==> src/rtl/usb_fs_rx.sv <==
// usb_fs_rx: full-speed USB receiver front end (synchroniser, DPLL, NRZI, unstuffing, EOP).
// Optional build macro USB_FS_RX_GLITCH_FILTER_EN: line state must hold 2 cycles before acceptance.
module usb_fs_rx #(
  parameter int SYNC_STAGES = 2
) (
  input  logic       clk,
  input  logic       rst_n,
  input  logic       usb_dp_rx_i,
  input  logic       usb_dn_rx_i,
  input  logic       rx_en,
  output logic [7:0] rx_data_o,
  output logic       rx_valid_o,
  output logic       rx_active_o,
  output logic       rx_eop_o,
  output logic       rx_err_o,
  output logic [1:0] line_state_o
);

  localparam logic [1:0] LS_SE0 = 2'd0;
  localparam logic [1:0] LS_J   = 2'd1;
  localparam logic [1:0] LS_K   = 2'd2;
  localparam logic [1:0] LS_SE1 = 2'd3;

  typedef enum logic [2:0] {S_IDLE, S_SYNC, S_DATA, S_EOP, S_ERR} state_t;

  // The last synchroniser flop is ls_reg itself, so the chain holds SYNC_STAGES-1 flops.
  logic [1:0] sync_reg [SYNC_STAGES-1];
  logic [1:0] raw_ls;
  logic [1:0] ls_reg, ls_next;
  logic [1:0] phase_reg;
  logic       strobe, is_jk, nrzi_bit;

  always_ff @(posedge clk or negedge rst_n) begin
    if (!rst_n) begin
      for (int i = 0; i < SYNC_STAGES-1; i++) sync_reg[i] <= 2'b00;
    end else begin
      sync_reg[0] <= {usb_dn_rx_i, usb_dp_rx_i};
      for (int i = 1; i < SYNC_STAGES-1; i++) sync_reg[i] <= sync_reg[i-1];
    end
  end

  assign raw_ls = sync_reg[SYNC_STAGES-2];

`ifdef USB_FS_RX_GLITCH_FILTER_EN
  logic [1:0] raw_hold_reg;

  always_ff @(posedge clk or negedge rst_n) begin
    if (!rst_n) raw_hold_reg <= 2'b00;
    else        raw_hold_reg <= raw_ls;
  end

  // Accept only when the value has been seen on two consecutive cycles.
  assign ls_next = (raw_ls == raw_hold_reg) ? raw_ls : ls_reg;
`else
  assign ls_next = raw_ls;
`endif

  // Phase restarts on the same edge the decoded state changes, so phase 2 lands mid-bit.
  always_ff @(posedge clk or negedge rst_n) begin
    if (!rst_n) begin
      ls_reg    <= 2'b00;
      phase_reg <= 2'd0;
    end else begin
      ls_reg    <= ls_next;
      phase_reg <= (ls_next != ls_reg) ? 2'd0 : phase_reg + 2'd1;
    end
  end

  assign line_state_o = ls_reg;

  state_t     state_reg, state_next;
  logic [1:0] prev_jk_reg, prev_jk_next;
  logic [2:0] zero_cnt_reg, zero_cnt_next;
  logic [2:0] ones_cnt_reg, ones_cnt_next;
  logic [2:0] bit_cnt_reg, bit_cnt_next;
  logic [2:0] j_cnt_reg, j_cnt_next;
  logic [1:0] se0_cnt_reg, se0_cnt_next;
  logic       se0_seen_reg, se0_seen_next;
  logic [7:0] shift_reg, shift_next;
  logic [7:0] data_reg, data_next;
  logic       valid_reg, valid_next;
  logic       eop_reg, eop_next;
  logic       err_reg, err_next;
  logic       active_reg, active_next;

  assign strobe   = (phase_reg == 2'd2);
  assign is_jk    = (ls_reg == LS_J) || (ls_reg == LS_K);
  assign nrzi_bit = (ls_reg == prev_jk_reg);

  always_ff @(posedge clk or negedge rst_n) begin
    if (!rst_n) begin
      state_reg    <= S_IDLE;
      prev_jk_reg  <= LS_J;
      zero_cnt_reg <= 3'd0;
      ones_cnt_reg <= 3'd0;
      bit_cnt_reg  <= 3'd0;
      j_cnt_reg    <= 3'd0;
      se0_cnt_reg  <= 2'd0;
      se0_seen_reg <= 1'b0;
      shift_reg    <= 8'h00;
      data_reg     <= 8'h00;
      valid_reg    <= 1'b0;
      eop_reg      <= 1'b0;
      err_reg      <= 1'b0;
      active_reg   <= 1'b0;
    end else begin
      state_reg    <= state_next;
      prev_jk_reg  <= prev_jk_next;
      zero_cnt_reg <= zero_cnt_next;
      ones_cnt_reg <= ones_cnt_next;
      bit_cnt_reg  <= bit_cnt_next;
      j_cnt_reg    <= j_cnt_next;
      se0_cnt_reg  <= se0_cnt_next;
      se0_seen_reg <= se0_seen_next;
      shift_reg    <= shift_next;
      data_reg     <= data_next;
      valid_reg    <= valid_next;
      eop_reg      <= eop_next;
      err_reg      <= err_next;
      active_reg   <= active_next;
    end
  end

  always_comb begin
    state_next    = state_reg;
    prev_jk_next  = prev_jk_reg;
    zero_cnt_next = zero_cnt_reg;
    ones_cnt_next = ones_cnt_reg;
    bit_cnt_next  = bit_cnt_reg;
    j_cnt_next    = j_cnt_reg;
    se0_cnt_next  = se0_cnt_reg;
    se0_seen_next = se0_seen_reg;
    shift_next    = shift_reg;
    data_next     = data_reg;
    valid_next    = 1'b0;
    eop_next      = 1'b0;
    err_next      = 1'b0;
    active_next   = active_reg;

    if (strobe) begin
      if (is_jk) prev_jk_next = ls_reg;
      case (state_reg)
        S_IDLE: begin
          if (ls_reg == LS_K) begin
            state_next    = S_SYNC;
            zero_cnt_next = 3'd1;
          end
        end
        S_SYNC: begin
          if (!is_jk) begin
            state_next = S_IDLE;
          end else if (!nrzi_bit) begin
            zero_cnt_next = (zero_cnt_reg == 3'd7) ? 3'd7 : zero_cnt_reg + 3'd1;
          end else if (zero_cnt_reg >= 3'd5) begin
            state_next    = S_DATA;
            active_next   = 1'b1;
            bit_cnt_next  = 3'd0;
            ones_cnt_next = 3'd0;
          end else begin
            state_next = S_IDLE;
          end
        end
        S_DATA: begin
          // SE0 wins over a pending stuff bit, so a stuff slot at packet end is a clean EOP.
          if (ls_reg == LS_SE0) begin
            state_next   = S_EOP;
            se0_cnt_next = 2'd1;
          end else if (ls_reg == LS_SE1 || (ones_cnt_reg == 3'd6 && nrzi_bit)) begin
            state_next    = S_ERR;
            err_next      = 1'b1;
            active_next   = 1'b0;
            j_cnt_next    = 3'd0;
            se0_seen_next = 1'b0;
          end else if (ones_cnt_reg == 3'd6) begin
            ones_cnt_next = 3'd0;
          end else begin
            ones_cnt_next = nrzi_bit ? ones_cnt_reg + 3'd1 : 3'd0;
            shift_next    = {nrzi_bit, shift_reg[7:1]};
            if (bit_cnt_reg == 3'd7) begin
              data_next    = {nrzi_bit, shift_reg[7:1]};
              valid_next   = 1'b1;
              bit_cnt_next = 3'd0;
            end else begin
              bit_cnt_next = bit_cnt_reg + 3'd1;
            end
          end
        end
        S_EOP: begin
          if (ls_reg == LS_SE0) begin
            se0_cnt_next = (se0_cnt_reg == 2'd3) ? 2'd3 : se0_cnt_reg + 2'd1;
          end else if (ls_reg == LS_J) begin
            state_next  = S_IDLE;
            eop_next    = 1'b1;
            active_next = 1'b0;
            err_next    = (bit_cnt_reg != 3'd0) || (se0_cnt_reg < 2'd2);
          end else begin
            state_next    = S_ERR;
            err_next      = 1'b1;
            active_next   = 1'b0;
            j_cnt_next    = 3'd0;
            se0_seen_next = 1'b0;
          end
        end
        S_ERR: begin
          active_next = 1'b0;
          case (ls_reg)
            LS_SE0: begin
              se0_seen_next = 1'b1;
              j_cnt_next    = 3'd0;
            end
            LS_J: begin
              if (se0_seen_reg || j_cnt_reg == 3'd7) state_next = S_IDLE;
              else                                   j_cnt_next = j_cnt_reg + 3'd1;
            end
            default: begin
              se0_seen_next = 1'b0;
              j_cnt_next    = 3'd0;
            end
          endcase
        end
        default: state_next = S_IDLE;
      endcase
    end

    // While the transmitter owns the bus, hold the receiver idle and silent.
    if (!rx_en) begin
      state_next  = S_IDLE;
      active_next = 1'b0;
      valid_next  = 1'b0;
      eop_next    = 1'b0;
      err_next    = 1'b0;
      data_next   = data_reg;
    end
  end

  assign rx_data_o   = data_reg;
  assign rx_valid_o  = valid_reg;
  assign rx_active_o = active_reg;
  assign rx_eop_o    = eop_reg;
  assign rx_err_o    = err_reg;

endmodule

==> config.mk <==
export PLATFORM = sky130hd
export DESIGN_NAME = usb_fs_rx
export DESIGN_NICKNAME = d
export VERILOG_FILES = /design/src/rtl/usb_fs_rx.sv
export SDC_FILE = /design/constraint.sdc
export NUM_CORES = 1
export LEC_CHECK = 0
export CAP_MARGIN = 10
export CORE_MARGIN = 1
export CORE_UTILIZATION = 40
export DETAILED_ROUTE_END_ITERATION = 8
export GPL_ROUTABILITY_DRIVEN = 0
export HOLD_SLACK_MARGIN = 0.15
export PLACE_DENSITY_LB_ADDON = 0.1
export SYNTH_ARGS = -nofsm -noshare
export SYNTH_HDL_FRONTEND = slang
export SYNTH_SLANG_ARGS = --single-unit
==> constraint.sdc <==
create_clock -name clk -period 2.1 [get_ports clk]
set_clock_uncertainty 0.05 [all_clocks]
set_input_delay 0.315 -clock clk [delete_from_list [all_inputs] [get_ports clk]]
set_output_delay 0.315 -clock clk [all_outputs]
set_load 0.01 [all_outputs]
After elaboration in Yosys (flattened, before gate mapping)
Index checks and enable logic that the tools add are counted.

cells by class
  add/sub/neg operators = 6
  magnitude comparators = 2
  equality and inequality tests = 43
  mux-type cells = 74
  bitwise logic cells = 3
  reductions and logical operators = 23

operators with widths
  kind                                                 number
  two-way mux 3 bit                                    31
  AND reduction 7 bit                                  5
  != test 3 bit, second input constant                 10
  two-way mux 1 bit                                    28
  != test 2 bit, second input constant                 14
  one-hot mux 3 bit (2 select lines)                   3
  AND reduction 8 bit                                  2
  equality test 3 bit, second input constant           5
  one-hot mux 3 bit (5 select lines)                   1
  adder 3 x 1 -> 3 bit, second input constant          4
  two-way mux 2 bit                                    5
  AND reduction 5 bit                                  2
  one-hot mux 3 bit (3 select lines)                   1
  equality test 2 bit, second input constant           4
  != test 4 bit, second input constant                 2
  equality test 3 x 2 -> 1 bit, second input constant  2
  nonzero test 2 bit                                   3
  nonzero test 3 bit                                   2
  != test 5 x 1 -> 1 bit, second input constant        1
  adder 2 x 1 -> 2 bit, second input constant          2
  logical OR 1 bit                                     4
  one-hot mux 1 bit (2 select lines)                   2
  one-hot mux 1 bit (4 select lines)                   1
  one-hot mux 2 bit (2 select lines)                   1
  14 further kinds                                     16

word-level totals
  register bits = 46
  input port bits = 5
  output and inout port bits = 14
  logic and storage cells = 168

Depth between registers and ports, before layout
  depth in word-level cells = 8
  mapped depth = 7
  mapped depth without buffers = 7

Worst setup path before layout
No wires, ideal clock.

  path kind = register -> register
  start point = reg ls_reg[0], in the netlist line_state_o[0]
  end point = reg bit_cnt_reg[0]
  arrival time = 2117 ps
  required time = 1925 ps
  path slack = -192 ps
  cell stages (with the launch flop) = 8
  cell sequence = dfrtp_1 -> inv_1 -> ha_1 -> o311ai_0 -> nor4b_2 -> nor2_1 -> or3_1 -> mux2_2

between the ends
  cells in the longest elaborated chain, start to end = 5
  elaborated cells on any way between the ends = 13

ends and longest elaborated chain
  what                                      line  text
  start, declared                           29    logic [1:0] ls_reg, ls_next;
  start signal, assigned                    64    ls_reg <= ls_next;
  equality test 2 bit                       88    assign nrzi_bit = (ls_reg == prev_jk_reg);
  logical AND 1 bit                         168   end else if (ls_reg == LS_SE1 || (ones_cnt_reg == 3'd6 && nrzi_bit)) begin
  logical OR 1 bit                          168
  != test 2 bit (no source line)            -
  AND reduction 8 bit (no source line) (*)  -
  end signal, assigned                      111   bit_cnt_reg <= bit_cnt_next;
  end, declared                             75    logic [2:0] bit_cnt_reg, bit_cnt_next;

Every way passes the cells marked *; elsewhere a longest branch is shown, timed or not.
A chain may end at the register's enable or synchronous reset.

Worst setup path in the final report
  start point = reg ls_reg[1], in the netlist line_state_o[1]
  end point = reg ones_cnt_reg[0]

between the ends
  cells in the longest elaborated chain, start to end = 6
  elaborated cells on any way between the ends = 18

ends and longest elaborated chain
  what                                line  text
  equality test 2 bit                 88
  two-way mux 3 bit                   177   ones_cnt_next = nrzi_bit ? ones_cnt_reg + 3'd1 : 3'd0;
  two-way mux 3 bit                   174   end else if (ones_cnt_reg == 3'd6) begin
  two-way mux 3 bit                   168
  two-way mux 3 bit                   165   if (ls_reg == LS_SE0) begin
  one-hot mux 3 bit (2 select lines)  142   case (state_reg)
  end signal, assigned                110   ones_cnt_reg <= ones_cnt_next;
  end, declared                       74    logic [2:0] ones_cnt_reg, ones_cnt_next;

Several ways; a longest one is shown, not always the timed one. The select of a mux whose other input is x is not followed.

==> results.md <==
* Run status: complete, no violations
* Tightest Pin Transition at approximately 570 ps
* RSZ-0062 raised after global routing: yes
* Top cell type's share of synthesized area at 47.9%
* Vias in the first global route at between 1500 and 2000
* Share of layout cells above drive strength 1 at a little over a quarter
* Max stage delay on crit path at between 400 and 500 ps
* Cts bufs inserted at 5
* Pwr dens at 640 nW/µm²
* Maximum VDD drop at around 0.40 mV
* Max reg flops at 8
* 1st-iter DRT viols at 70
* Seq/Total Area, Yosys at 49.0%
* Crit path arrival time at 2200 ps
* Critical path class: flip-flop to flip-flop
* Clk_lat worst skew at approximately 300 ps
* DRC viols at 0
* Flop-to-flop setup slack at roughly 33 ps
* Reg clk slew, reported paths at about 80 ps
* Leading register cell type out of synthesis: dfrtp_1
* Most frequent cell after synthesis: dfrtp_1
* Register bit total from synthesis at 45
* DR vias at approximately 1700
* Crit share post-route at 98.4%
* Final Slew Violations at 0
* Setup crit end kind: flip-flop
* Top post-synthesis cells by area: dfrtp_1 48%, ha_1 7.6%, mux2_2 6.9%, nand2_1 5.5%, nor2_1 2.8%
* Synthesized Nets at between 200 and 250
* Grt ovf at 0
* Vias per inst at between 5 and 6
* Tmin final at 2070 ps
* Die width at just under 80 µm
* Startpoint types: flip-flop
* CORE AREA at between 5000 and 6000 µm²
* Rows at 27
* Switch share at between 20% and 30%
* CTS Sinks at 45
* Worst r2r path cells at 8
* Inst Count DP at between 300 and 400
* Final hold violation count at 0
* Cell Area, Synth at 2300 µm²
* Clk pwr share at 31.5%
* Syn Inst Count at around 220
* Total wire length at 4440 µm
* Bufs and invs on worst path at 3
* CTS tree: done
* Distinct cells, synth at 43
* HPWL Detailed at about 3300 µm
* Crit-path leading delay family: flip-flops
* Initial core utilization at around two fifths
* Internal Pwr Total at about 1.4 mW
* Largest net degree at the start of global routing at 46
* CP Max Fanout at 4
* Post-synth EDFFs at 0
* FMAX at 484 MHz
* Most instantiated cells after synthesis: 44 x dfrtp_1, 34 x nand2_1, 17 x nor2_1
* Reg-to-reg endpoint: ones_cnt_reg[0]
* Clock Path Buffers at 2
* Cell accounting for the most synthesized area: dfrtp_1
* Drt pass-1 iters at 4
* Die area at 6060 µm²
* Power, Total at between 1.5 and 2 mW
* Slowest-stage cell, CP: dfrtp_2
* CP Data Required Time at between 2000 and 2500 ps
* Critical path, cell by cell: buf_6 -> buf_4 -> ha_1 -> inv_1 -> o31a_1 -> a21oi_1 -> nor2_1 -> mux2_2
* Max_cap viols at 0
* Final net count at about 290
* R2R Path Start: line_state_o[1]
* Wire per inst at 12.8 µm
* Syn_area_per_cell at roughly 10 µm²
* First-pass GRT wire length at 7940 µm
* Hold EP: line_state_o[1]
* Hold_sp: ls_next[1]
* Fin cells at between 300 and 400
* Gate power share at a little under a fifth
* Fin util at 53.9%
* Hold Crit Class: flip-flop to flip-flop
* Htree depth at 2
* Hold Path Stages at 0
* Share of synthesized flip-flops with an asynchronous set or reset at between 90% and 100%
* # port buffers at 18
* Synth warn at 0
* Max-slew headroom at 61.7%
* Setup violations, final at 0
* Root Driver: clkbuf_8
* Synth-to-layout area growth at 29.7%
* Total Routing Usage GR at around 17%
* # IOs at 19
* Seq pwr share at between 50% and 60%
* ANT nets after route at 0
* Ant. Diodes at 0
* # fillers at 499
* Lkg Pwr at roughly 1.4 nW
* Antenna violations before repair at 0
* Die Height at 77.8 µm
* Psw at between 0.5 and 0.6 mW
==> worst reg2reg max path, cell delays in order, from the launching register on <==
cell	delay [ps]
dfrtp_2	420
buf_6	120
buf_4	130
ha_1	190
inv_1	110
o31a_1	230
a21oi_1	110
nor2_1	220
mux2_2	370
==> placed cells by master, fill, tap and decap left out, drive strengths merged, types with 2 or more instances in the layout <==
master         Yosys  final
xor2               2      2
o311ai             2      2
dfrtp             44     44
o22a               2      2
xnor2              4      4
buf                4     33
o22ai              2      2
o211ai             2      2
nor3b              4      4
mux2              14     14
inv               15     16
ha                14     14
nand3             13     13
a21bo              2      2
o2111ai            2      2
a21boi             2      2
clkbuf             3      7
nor3               3      3
o21ai             10     10
nor2              17     17
and3               4      4
a21oi              4      4
nand2             34     34
or3                2      2
a22o               3      3
clkdlybuf4s50      0     17
==> stage by stage <==
stage	worst slack, ps	instance area [µm²]	hold WS [ps]	TNS [ps]
detailed placement	-168	2730	330	-537
global placement	-74.8	2730	327	-224
floorplan	15.1	2300	-30.6	0
finish	33.2	2990	346	0
CTS	10.1	2890	351	0
global route	-27.3	2990	358	-91.4
==> worst max-delay path by stage <==
stage,start,end,slack [ps],depth (start not counted)
after floorplan,line_state_o[0],bit_cnt_reg[0],20,7
after global placement,ones_cnt_reg[0],j_cnt_reg[1],-70,7
after detailed placement,ones_cnt_reg[0],j_cnt_reg[0],-170,7
after CTS,line_state_o[0],bit_cnt_reg[0],10,7
after global routing,line_state_o[1],ones_cnt_reg[0],-30,8
final,line_state_o[1],ones_cnt_reg[0],30,8
==> kinds of logic (layout without fill, tap and decap cells) <==
logic type | after synthesis | count (layout) | synth area share (%)
AND/OR/NAND/NOR | 84 | 84 | 18.4
buffers and inverters | 22 | 74 | 4.35
adder cells (fa/ha/maj) | 14 | 14 | 7.61
multiplexers | 15 | 15 | 7.29
XOR/XNOR | 6 | 6 | 2.28
flip-flops | 45 | 45 | 49.0
AO/OA/AOI/OAI | 36 | 36 | 11.0
==> area by class of cell <==
class / count / area, µm² / area share, %
clock buffers: 7 / 96.3 / 3.23
clock inverters: 1 / 8.76 / 0.293
inverters: 15 / 56.3 / 1.89
multi-input cells: 155 / 1170 / 39.1
flip-flops and latches: 45 / 1130 / 37.8
well taps: 72 / 90.1 / 3.02
repair buffers: 51 / 437 / 14.6
==> power groups by stage <==
stage               registers [mW]  clock network (mW)  logic [mW]
floorplan                    0.967                   0       0.130
global placement             0.960                   0       0.283
detailed placement           0.961                   0       0.285
CTS                          0.944               0.632       0.301
global route                 0.969               0.664       0.392
finish                       0.961               0.603       0.348
==> routing by layer <==
layer  routed length [µm]  global-route usage [%]  up-vias
met1                 2220                    22.7      837
li1                     -                       -      868
met4                   36                    4.91        0
met5                    0                       0        -
met2                 2060                    26.5       24
met3                  124                    3.88        4
==> what timing repair did <==
| action | in CTS | in global routing |
|---|---|---|
| buffers inserted | 3 | 2 |
| pin swaps | 1 | 3 |
| hold buffers | 1 | 0 |
| endpoints found under the setup margin | 5 | 9 |
| gates resized for setup | 4 | 13 |
| gates cloned | 0 | 0 |
| endpoints found under the hold margin | 44 | 0 |
Power figures use the tool's default switching activity.
